===== src/rtl/nvram_pkg.sv =====
// Shared types and constants for the NVRAM upload/download controller.
package nvram_pkg;

  typedef enum logic [2:0] {
    ST_IDLE,
    ST_HOLD,
    ST_READY,
    ST_RD_ADDR,
    ST_RD_DATA,
    ST_WR,
    ST_RELEASE
  } nvram_state_t;

  localparam logic [15:0] NVRAM_INDEX_DEF  = 16'd4;
  localparam logic [3:0]  CMOS_FILL_NIBBLE = 4'hF;
  localparam logic [7:0]  OOR_BYTE         = 8'hFF;

endpackage


===== src/rtl/nvram_upload_ctrl.sv =====
// Moves the Williams CMOS RAM between the core and the HPS over ioctl,
// halting the 6809 while this block owns the CMOS port.
//
// state      | meaning
// IDLE       | no session, CPU runs, port released
// HOLD       | cpu_hold asserted, waiting for ack or timeout
// READY      | port owned, waiting for (or servicing a latched) strobe
// RD_ADDR    | CMOS address presented for a read
// RD_DATA    | CMOS data valid, ioctl_din loaded
// WR         | cmos_we pulse
// RELEASE    | port dropped, then cpu_hold dropped, then IDLE
module nvram_upload_ctrl
  import nvram_pkg::*;
#(
  parameter int          ADDR_W       = 10,
  parameter logic [15:0] NVRAM_INDEX  = NVRAM_INDEX_DEF,
  parameter int          HOLD_TIMEOUT = 64
) (
  input  logic              clk_sys,
  input  logic              reset_n,
  input  logic              ioctl_upload,
  input  logic              ioctl_download,
  input  logic [15:0]       ioctl_index,
  input  logic [24:0]       ioctl_addr,
  input  logic              ioctl_rd,
  input  logic              ioctl_wr,
  input  logic [7:0]        ioctl_dout,
  output logic [7:0]        ioctl_din,
  output logic              ioctl_wait,
  output logic              cpu_hold,
  input  logic              cpu_hold_ack,
  output logic              cmos_sel,
  output logic [ADDR_W-1:0] cmos_addr,
  output logic              cmos_we,
  output logic [3:0]        cmos_wdata,
  input  logic [3:0]        cmos_rdata,
  output logic              busy
);

  localparam int               CNT_W    = $clog2(HOLD_TIMEOUT + 1);
  localparam logic [CNT_W-1:0] CNT_LAST = CNT_W'(HOLD_TIMEOUT - 1);

  nvram_state_t      state_q, state_d;
  logic [CNT_W-1:0]  cnt_q, cnt_d;
  logic              pend_v_q, pend_v_d;
  logic              pend_wr_q, pend_wr_d;
  logic [24:0]       pend_addr_q, pend_addr_d;
  logic [3:0]        pend_data_q, pend_data_d;
  logic              rel_q, rel_d;
  logic              oor_q, oor_d;
  logic [7:0]        din_q, din_d;
  logic              wait_q, wait_d;
  logic              hold_q, hold_d;
  logic              sel_q, sel_d;
  logic              we_q, we_d;
  logic [ADDR_W-1:0] addr_q, addr_d;
  logic [3:0]        wdata_q, wdata_d;

  logic        session, wr_acc, rd_acc;
  logic        acc_go, acc_wr, acc_oor;
  logic [24:0] acc_addr;
  logic [3:0]  acc_data;
  logic        unused_dout_hi;

  // A download session takes precedence, so a coincident rd is dropped.
  assign session = (ioctl_upload | ioctl_download) && (ioctl_index == NVRAM_INDEX);
  assign wr_acc  = session && ioctl_download && ioctl_wr;
  assign rd_acc  = session && !ioctl_download && ioctl_rd;

  assign acc_go   = pend_v_q | wr_acc | rd_acc;
  assign acc_wr   = pend_v_q ? pend_wr_q   : wr_acc;
  assign acc_addr = pend_v_q ? pend_addr_q : ioctl_addr;
  assign acc_data = pend_v_q ? pend_data_q : ioctl_dout[3:0];
  assign acc_oor  = |acc_addr[24:ADDR_W];

  assign unused_dout_hi = ^ioctl_dout[7:4];

  always_comb begin
    state_d     = state_q;
    cnt_d       = cnt_q;
    pend_v_d    = pend_v_q;
    pend_wr_d   = pend_wr_q;
    pend_addr_d = pend_addr_q;
    pend_data_d = pend_data_q;
    rel_d       = rel_q;
    oor_d       = oor_q;
    din_d       = din_q;
    wait_d      = wait_q;
    hold_d      = hold_q;
    sel_d       = sel_q;
    we_d        = 1'b0;
    addr_d      = addr_q;
    wdata_d     = wdata_q;

    case (state_q)
      ST_IDLE: begin
        if (session) begin
          state_d  = ST_HOLD;
          hold_d   = 1'b1;
          cnt_d    = '0;
          wait_d   = 1'b1;
          pend_v_d = 1'b0;
        end
      end
      ST_HOLD: begin
        if (wr_acc || rd_acc) begin
          pend_v_d    = 1'b1;
          pend_wr_d   = wr_acc;
          pend_addr_d = ioctl_addr;
          pend_data_d = ioctl_dout[3:0];
        end
        if (cpu_hold_ack || cnt_q == CNT_LAST) begin
          state_d = ST_READY;
          sel_d   = 1'b1;
          wait_d  = pend_v_d;
        end else begin
          cnt_d = cnt_q + CNT_W'(1);
        end
      end
      ST_READY: begin
        if (acc_go) begin
          pend_v_d = 1'b0;
          addr_d   = acc_addr[ADDR_W-1:0];
          oor_d    = acc_oor;
          wait_d   = 1'b1;
          if (acc_wr) begin
            state_d = ST_WR;
            wdata_d = acc_data;
            we_d    = !acc_oor;
          end else begin
            state_d = ST_RD_ADDR;
          end
        end
      end
      ST_RD_ADDR: state_d = ST_RD_DATA;
      ST_RD_DATA: begin
        din_d   = oor_q ? OOR_BYTE : {CMOS_FILL_NIBBLE, cmos_rdata};
        wait_d  = 1'b0;
        state_d = ST_READY;
      end
      ST_WR: begin
        wait_d  = 1'b0;
        state_d = ST_READY;
      end
      ST_RELEASE: begin
        if (!rel_q) begin
          hold_d = 1'b0;
          rel_d  = 1'b1;
        end else begin
          state_d = ST_IDLE;
        end
      end
      default: state_d = ST_IDLE;
    endcase

    // Session loss overrides everything; no write may start as the port drops.
    if (state_q != ST_IDLE && state_q != ST_RELEASE && !session) begin
      state_d  = ST_RELEASE;
      sel_d    = 1'b0;
      we_d     = 1'b0;
      wait_d   = 1'b0;
      rel_d    = 1'b0;
      pend_v_d = 1'b0;
    end
  end

  always_ff @(posedge clk_sys or negedge reset_n) begin
    if (!reset_n) begin
      state_q     <= ST_IDLE;
      cnt_q       <= '0;
      pend_v_q    <= 1'b0;
      pend_wr_q   <= 1'b0;
      pend_addr_q <= '0;
      pend_data_q <= '0;
      rel_q       <= 1'b0;
      oor_q       <= 1'b0;
      din_q       <= 8'h00;
      wait_q      <= 1'b0;
      hold_q      <= 1'b0;
      sel_q       <= 1'b0;
      we_q        <= 1'b0;
      addr_q      <= '0;
      wdata_q     <= '0;
    end else begin
      state_q     <= state_d;
      cnt_q       <= cnt_d;
      pend_v_q    <= pend_v_d;
      pend_wr_q   <= pend_wr_d;
      pend_addr_q <= pend_addr_d;
      pend_data_q <= pend_data_d;
      rel_q       <= rel_d;
      oor_q       <= oor_d;
      din_q       <= din_d;
      wait_q      <= wait_d;
      hold_q      <= hold_d;
      sel_q       <= sel_d;
      we_q        <= we_d;
      addr_q      <= addr_d;
      wdata_q     <= wdata_d;
    end
  end

  assign ioctl_din  = din_q;
  assign ioctl_wait = wait_q;
  assign cpu_hold   = hold_q;
  assign cmos_sel   = sel_q;
  assign cmos_we    = we_q;
  assign cmos_addr  = addr_q;
  assign cmos_wdata = wdata_q;
  assign busy       = (state_q != ST_IDLE);

endmodule


===== config.mk =====
export PLATFORM = sky130hd
export DESIGN_NAME = nvram_upload_ctrl
export DESIGN_NICKNAME = d
export VERILOG_FILES = /design/src/rtl/nvram_pkg.sv /design/src/rtl/nvram_upload_ctrl.sv
export SDC_FILE = /design/constraint.sdc
export NUM_CORES = 1
export LEC_CHECK = 0
export ABC_AREA = 1
export BUFFER_PORTS_ARGS = -buffer_cell sky130_fd_sc_hd__buf_2
export CELL_PAD_IN_SITES_DETAIL_PLACEMENT = 1
export CELL_PAD_IN_SITES_GLOBAL_PLACEMENT = 1
export CORE_UTILIZATION = 39
export CTS_BUF_LIST = sky130_fd_sc_hd__clkbuf_16
export DETAILED_ROUTE_END_ITERATION = 10
export PLACE_DENSITY_LB_ADDON = 0.1
export SYNTH_ARGS = -nofsm -noshare
export SYNTH_HDL_FRONTEND = slang
export SYNTH_SLANG_ARGS = --single-unit

===== constraint.sdc =====
create_clock -name clk_sys -period 2.1 [get_ports clk_sys]
set_input_delay 0.105 -clock clk_sys [delete_from_list [all_inputs] [get_ports clk_sys]]
set_output_delay 0.105 -clock clk_sys [all_outputs]
set_load 0.02 [all_outputs]

==> reports/results.ini, run 1 <==
[run_status]
outcome=complete, no violations

[cts]
cts_tree=done
clkSlewWorstSetupHoldPaths_ns=0.06
htree_levels=3
cts.sinks=66
numCtsBuffers=9
cts_buffer_depth=2
clk_latency_ns=0.32
cts_resized=0
cts_setup_buffers=0
root_buffer=clkbuf_16

[setup_path]
cp_slowest_cell=dfrtp_1
crit_type=flop to flop
worstPathCellList=nor2_1 > nand2_1 > nand2_1 > inv_1 > nand2_1 > nand2_1 > nor2_1 > nand2_1 > nand4_1 > nand2_1
slowest_delay_ns=0.47
path_common_cell=nand2_1
timing.critical_path.max_delay_family=simple AND/OR/NAND/NOR gates
crit_buf_inv=1
critPathRequiredTime_ns=2.31
arrival_ns=2.06
crit_path_max_fanout=12
startpoint_type=flop
end_kind=flop

[global_routing]
overflow=0
track_usage_pct=20.4
grt_pass1_wl_mm=13.9
grt_max_degree=67
first_global_vias=2957
grt_antenna_before_repair=0

[flow_run]
maxCapViolCount=0

[min_path]
hold_class=primary input to flop

[floorplan]
die_w_um=92.8
rows=32
io_pins=87
initial_utilization_pct=41.0
fp.coreArea_sq_mm=0.00785
die_h_um=92.8
die_area_sq_mm=0.00862

[synthesis]
yosys_warnings=0
ys_seq_elements=66
yosys-top-cells-area=dfrtp_1 (51%), nand2_1 (9.4%), nor2_1 (5.5%)
syn-cell-area_sq_mm=0.00322
syn_avg_cell_area_sq_um=8.70
synthCells=370
synth.top_cell.area_share_pct=51.3
yosys.area.top_type=dfrtp_1
ys_types=33
syn-num-nets=431
synth_seq_area_share_pct=51.3

[placed_design]
routabilityCongestion=0.759
dpl.hpwl_mm=5.59
port_buffers=82
place_inst=547
place_area_sq_mm=0.00373

[routing]
viasPerCell=4.91
drtAntennaViolNets=0
highest_layer=met4
drc=0
dr_wl_met3_um=237
wl_mm=7.75
wl_met1_mm=3.51
via_count=2767
first_pass_iters=4
wl_per_cell_um=13.7
met2_length_mm=3.95
drt_iter0_drc=92

[final_layout]
finalNetCount=518
num_antenna_cells=0
drive_gt1_share_pct=28.4
stdcell_count=564
area_growth_pct=24.8
postLayoutCoreUtil_pct=51.2
stdcell_area_sq_mm=0.00402
fillers=972

[sta]
finalMaxSlewViolations=0
tns_ns=0
slew_headroom_pct=61.2
max_freq_ghz=0.541
fin_skew_ns=0.00641
rsz0062_at_grt=false
hold_violations=0
tightest_slew_ns=0.579
finalSetupViolCount=0
finalCritPeriodShare_pct=88.1
finalCriticalPeriod_ns=1.85

[pwr]
p_total_uw=3660
leakage_uw=0.00213
peakVddDrop_mv=0.431
power_density_mw_per_mm2=912

-- cells in the final DEF (no fill, tap or decap), types with 2 or more instances in the layout --
| cell | Yosys | routed |
|---|---|---|
| mux2_4 | 10 | 10 |
| nand2_1 | 81 | 81 |
| o21ai_0 | 32 | 32 |
| o31ai_1 | 3 | 3 |
| dfrtp_1 | 66 | 66 |
| a21oi_1 | 24 | 24 |
| nand3_1 | 16 | 16 |
| inv_1 | 33 | 33 |
| clkinv_1 | 0 | 2 |
| clkinvlp_4 | 0 | 4 |
| clkbuf_16 | 0 | 9 |
| inv_2 | 2 | 2 |
| nor4_1 | 9 | 9 |
| nor3_2 | 2 | 2 |
| buf_4 | 6 | 7 |
| xor2_1 | 3 | 3 |
| buf_2 | 1 | 82 |
| or2_2 | 2 | 2 |
| nand4_1 | 7 | 7 |
| mux2_2 | 5 | 5 |
| nor2_1 | 47 | 47 |
-- sequential cells by signal, summed over array words and instances (netlist names), 3 cells and up --
register and flops:
pend_addr_q 25, cmos_addr 10, cnt_q 7, ioctl_din 5, cmos_wdata 4, pend_data_q 4, state_q 3
-- area by class of cell --
class	instances	area, sq um	area share (%)
well taps	102	128	3.18
inverters	36	136	3.40
clock inverters	7	46.3	1.15
clock buffers	9	225	5.61
repair buffers	91	493	12.3
multi-input cells	253	1340	33.3
flip-flops and latches	66	1650	41.1
-- where the power goes --
part	internal [uW]	total [uW]	switching (uW)
clock	791	1350	556
sequential	1370	1470	92.8
combinational	286	846	561
total	2450	3660	1210
-- stage by stage --
step	setup WS (ns)	hold WS, ns
global placement	0.361	0.160
detailed placement	0.313	0.162
floorplan	0.549	-0.191
global route	0.0533	0.0299
CTS	0.248	0.0222
finish	0.250	0.0291
-- cells in the mapped netlist --
master and number:
a21boi_2 1, nand4_1 7, mux2_2 5, buf_6 2, a21oi_1 24, nor3_2 2, nand3_1 16, dfrtp_1 66
or2_2 2, nor2_1 47, o2111ai_1 1, clkbuf_1 6, nor4_1 9, and2_0 1, nand2_2 1, ha_1 1
o21a_1 1, nor2_2 1, mux2_4 10, a2bb2oi_1 1, nand3_4 1, xor2_1 3, nand2_1 81, buf_2 1
inv_2 2, inv_1 33, nor3_1 1, o21ai_0 32, o31ai_1 3, buf_4 6, clkinv_2 1, nor2_4 1
o21ai_1 1
-- cell families after synthesis --
kind of cell | count (synthesis) | share of synthesized area [%]
xor+xnor | 3 | 0.817
simple gates | 170 | 23.2
compound gates | 64 | 10.7
buf+inv | 51 | 7.19
fa+ha+maj | 1 | 0.389
mux | 15 | 6.41
flops | 66 | 51.3
-- routing by layer --
layer | track usage [%] | vias to the layer above
li1 | - | 1384
met1 | 26.2 | 1341
met2 | 34.6 | 37
met3 | 4.11 | 5
met4 | 5.90 | 0
met5 | 0 | -
-- path summary, 6_finish.rpt --
path,startpoint,endpoint,slack (ns),cells past startpoint
worst min-delay path,ioctl_addr[17],pend_addr_q[17],0.03,2
worst max register to register,state_q[2],state_q[1],0.25,10
max in group asynchronous,reset_n,cmos_addr[7],1.47,3
worst max-delay path,state_q[2],state_q[1],0.25,10
min in group asynchronous,reset_n,pend_v_q,0.32,3
worst min register to register,ioctl_wait,ioctl_wait,0.47,2
-- timing repair --
action                                 CTS  global route
setup endpoints to repair                0             0
endpoints found under the hold margin   66             0
hold buffers                             1             0
Power figures use the tool's default switching activity.
==> run 2: changes to the inputs <==
Settings changed: HOLD_SLACK_MARGIN set to 0.12.
==> run 2 against run 1 <==
  * Via count is 6.5% higher
  * Power is 1.2% higher
  * Clock power hardly changed
  * Wire length is 7.2% higher
  * Design area is 8.5% higher
  * Largest power group unchanged
==> reports/results.ini, run 2 (synthesis gave the netlist of run 1 again) <==
[final_layout]
postLayoutCoreUtil_pct=55.5
num_antenna_cells=0
area_growth_pct=35.3
multiInputGateArea_sq_mm=0.00134
finalNetCount=552
fillers=961
largest_reg_flops=25
final_common_cell=buf_2
drive_gt1_share_pct=26.4
final_cell_mix=buf_2 (82), nand2_1 (81), dfrtp_1 (66)
regArea_sq_mm=0.00165
largest_register=pend_addr_q

[routing]
met2_length_mm=4.22
drtAntennaViolNets=0
via_count=2947
wl_met1_mm=3.74
dr_wl_met3_um=245
wl_mm=8.30
drt_iter0_drc=116
drc=0
viasPerCell=4.93
wl_per_cell_um=13.9
first_pass_iters=4
highest_layer=met4

[floorplan]
die_area_sq_mm=0.00862
rows=32
fp.coreArea_sq_mm=0.00785
die_h_um=92.8
initial_utilization_pct=41.0
io_pins=87
die_w_um=92.8

[global_routing]
track_usage_pct=21.5
first_global_vias=3178
overflow=0
grt_antenna_before_repair=0
grt_pass1_wl_mm=14.7
grt_max_degree=67

[sta]
slew_headroom_pct=62.1
tns_ns=0
finalCriticalPeriod_ns=1.84
hold_violations=0
max_freq_ghz=0.543
finalCritPeriodShare_pct=87.7
rsz0062_at_grt=false
finalSetupViolCount=0
finalMaxSlewViolations=0
fin_skew_ns=0.00510
tightest_slew_ns=0.566

[cts]
root_buffer=clkbuf_16
cts_tree=done
cts_buffer_depth=2
cts_resized=0
numCtsBuffers=9
cts.sinks=66
clkSlewWorstSetupHoldPaths_ns=0.06
htree_levels=3
clk_latency_ns=0.32

[setup_path]
r2r_slack_ns=0.26
arrival_ns=2.05
crit_path_max_fanout=12
path_common_cell=nand2_1
worstPathCellList=nor2_1 > nand2_1 > nand2_1 > inv_1 > nand2_1 > nand2_1 > nor2_1 > nand2_1 > nand4_1 > nand2_1
critPathRequiredTime_ns=2.31
reg2regPathDepth=10
end_kind=flop
crit_type=flop to flop
slowest_delay_ns=0.47
cp_slowest_cell=dfrtp_1
startpoint_type=flop

[pwr]
peakVddDrop_mv=0.438
leakage_uw=0.00227
power_density_mw_per_mm2=851

[min_path]
min_path_cells=3
hold_class=primary input to flop

[placed_design]
dpl.hpwl_mm=5.59
routabilityCongestion=0.759
port_buffers=82

[flow_run]
maxCapViolCount=0

[run_status]
outcome=complete, no violations

run 2: cell count changes in the layout (fill, tap and decap cells not counted), sizes merged:
cell	before	now
dlygate4sd3	1	35
run 2: per-layer routing:
layer	up-vias	track usage, %
li1	1456	-
met1	1440	27.4
met2	43	36.9
met3	8	3.86
met4	0	6.28
met5	-	0
run 2: timing repair:
item,4_1_cts,5_1_grt
buffers inserted,0,0
hold buffers,35,0
endpoints found under the hold margin,100,0
run 2: path summary, 6_finish.rpt:
kind | from | end
setup / recovery | state_q[2] | state_q[1]
hold / removal | ioctl_wr | pend_wr_q
setup reg to reg | state_q[2] | state_q[1]
hold reg to reg | ioctl_wait | ioctl_wait
max in group asynchronous | reset_n | cnt_q[5]
min in group asynchronous | reset_n | pend_v_q
run 2: area by class of cell:
| cell class | count | area share [%] |
|---|---|---|
| clock buffers | 9 | 5.17 |
| clock inverters | 7 | 1.06 |
| inverters | 36 | 3.13 |
| multi-input cells | 253 | 30.7 |
| flip-flops and latches | 66 | 37.9 |
| well taps | 102 | 2.93 |
| repair buffers | 125 | 19.1 |
run 2: where the power goes:
| part | switching [uW] | leakage, uW | internal [uW] |
|---|---|---|---|
| registers | 92.7 | 0.000894 | 1370 |
| logic | 569 | 0.00126 | 327 |
| clock network | 553 | 0.000119 | 791 |
run 2: worst max-delay path, delay by kind of cell, from the launching register on:
family | cells | cell delay (ns)
flops | 1 | 0.47
buf+inv | 1 | 0.04
simple gates | 9 | 1.22
run 2: per-stage QoR:
| stage | instances | setup WS [ns] | hold WS, ns | power (uW) | cell area [sq um] |
|---|---|---|---|---|---|
| after floorplan | 370 | 0.549 | -0.191 | 2050 | 3220 |
| final | 598 | 0.259 | 0.129 | 3710 | 4360 |
| after CTS | 598 | 0.248 | 0.146 | 3760 | 4360 |
| after detailed placement | 547 | 0.313 | 0.162 | 2330 | 3730 |
| after global placement | 547 | 0.361 | 0.160 | 2310 | 3730 |
| after global routing | 598 | 0.0533 | 0.175 | 3950 | 4360 |
==> run 3: changes to the inputs <==
Settings changed: PLACE_DENSITY_LB_ADDON 0.1 to 0.3.
==> run 3 against run 2 <==
  * Critical endpoint is now ioctl_wait
  * Largest power group is now the clock network
  * Worst hold slack improved by 0.019 ns
  * First-iteration DRC count is 11% lower
  * Wire length rose by 8.6%
  * Clock-buffer cell count unchanged
==> reports/results.ini, run 3 (synthesis gave the netlist of run 1 again) <==
[final_layout]
stdcell_area_sq_mm=0.00437
fillers=947
multiInputGateArea_sq_mm=0.00134
regArea_sq_mm=0.00165
finalNetCount=551
largest_register=pend_addr_q
final_common_cell=buf_2
final_cell_mix=buf_2 (82), nand2_1 (81), dfrtp_1 (66)
num_antenna_cells=0
largest_reg_flops=25
area_growth_pct=35.9
drive_gt1_share_pct=26.1

[setup_path]
worstPathCellList=nor2_1 > nand2_1 > nand2_1 > inv_1 > nand2_1 > nand3_1 > nand2_1 > nand2_1 > nand3_1 > nand2_1
crit_type=flop to flop
slowest_delay_ns=0.47
path_common_cell=nand2_1
end_kind=flop
startpoint_type=flop
arrival_ns=2.02
critPathRequiredTime_ns=2.32
cp_slowest_cell=dfrtp_1
crit_path_max_fanout=12

[sta]
tightest_slew_ns=0.561
tns_ns=0
finalCriticalPeriod_ns=1.80
hold_violations=0
slew_headroom_pct=62.4
fin_skew_ns=0.00525
worst_slack_ns=0.297
finalSetupViolCount=0
finalCritPeriodShare_pct=85.9
max_freq_ghz=0.555
rsz0062_at_grt=false
finalMaxSlewViolations=0

[global_routing]
grt_antenna_before_repair=0
grt_pass1_wl_mm=15.5
first_global_vias=3271
overflow=0
track_usage_pct=23.2
grt_max_degree=25

[flow_run]
maxCapViolCount=0

[routing]
wl_per_cell_um=15.1
drc=0
via_count=2971
wl_mm=9.02
drtAntennaViolNets=0
first_pass_iters=4
drt_iter0_drc=103
viasPerCell=4.98

[pwr]
power_density_mw_per_mm2=898
leakage_uw=0.00230
peakVddDrop_mv=0.579

[floorplan]
fp.coreArea_sq_mm=0.00785
initial_utilization_pct=41.0
die_w_um=92.8
die_area_sq_mm=0.00862
io_pins=87
die_h_um=92.8
rows=32

[cts]
cts.sinks=66
cts_resized=0
root_buffer=clkbuf_16
clkSlewWorstSetupHoldPaths_ns=0.06
numCtsBuffers=9
htree_levels=3
cts_buffer_depth=2
cts_tree=done
clk_latency_ns=0.33

[min_path]
hold_class=primary input to flop

[placed_design]
place_area_sq_mm=0.00371
dpl.hpwl_mm=5.92
routabilityCongestion=0.812
port_buffers=82
dp_slack_ns=0.332

[run_status]
outcome=complete, no violations

[run 3: metrics by stage]
| stage | utilization [%] | total power [uW] | hold WS, ns | instances |
|---|---|---|---|---|
| floorplan | - | 2050 | -0.191 | 370 |
| global placement | 47.3 | 2270 | 0.108 | 546 |
| detailed placement | 47.3 | 2320 | 0.122 | 546 |
| CTS | 55.7 | 3960 | 0.154 | 597 |
| global route | 55.7 | 4140 | 0.183 | 597 |
| finish | 55.7 | 3930 | 0.148 | 597 |
[run 3: report_power, final]
group	leakage, uW	switching, uW	internal (uW)
logic	0.00125	573	316
registers	0.000894	90.8	1370
clock network	0.000156	550	1030
[run 3: final timing paths]
kind,from,end,slack [ns],depth (start not counted)
worst max-delay path,state_q[2],ioctl_wait,0.30,10
worst min-delay path,ioctl_wr,pend_wr_q,0.15,3
worst max register to register,state_q[2],ioctl_wait,0.30,10
worst min register to register,cmos_wdata[2],cmos_wdata[2],0.48,2
max in group asynchronous,reset_n,cmos_addr[0],1.07,3
min in group asynchronous,reset_n,cnt_q[5],0.29,2
[run 3: final cells by class]
cell class / instances / area share, %
Sequential cell: 66 / 37.8
Multi-Input combinational cell: 253 / 30.5
Timing Repair Buffer: 124 / 18.6
Clock buffer: 9 / 5.15
Inverter: 36 / 3.12
Tap cell: 102 / 2.92
Clock inverter: 7 / 1.95
[run 3: metal layers]
layer  routed length, um  GRT usage, %  vias up
met5                   0             0        -
met4                 198          8.33        0
met3                 295          5.99       19
met2                4840          41.8       57
met1                3680          26.4     1449
li1                    -             -     1446
[run 3: repair_timing]
| item | 4_1_cts | 5_1_grt |
|---|---|---|
| endpoints found under the hold margin | 55 | 0 |
| setup endpoints to repair | 0 | 0 |
| setup buffers | 0 | 0 |
| hold buffers | 35 | 0 |
[run 3: critical path: cells and delay by family, from the launching register on]
family	cells	cell delay [ns]
AND/OR/NAND/NOR	9	1.19
buffers and inverters	1	0.04
flip-flops	1	0.47
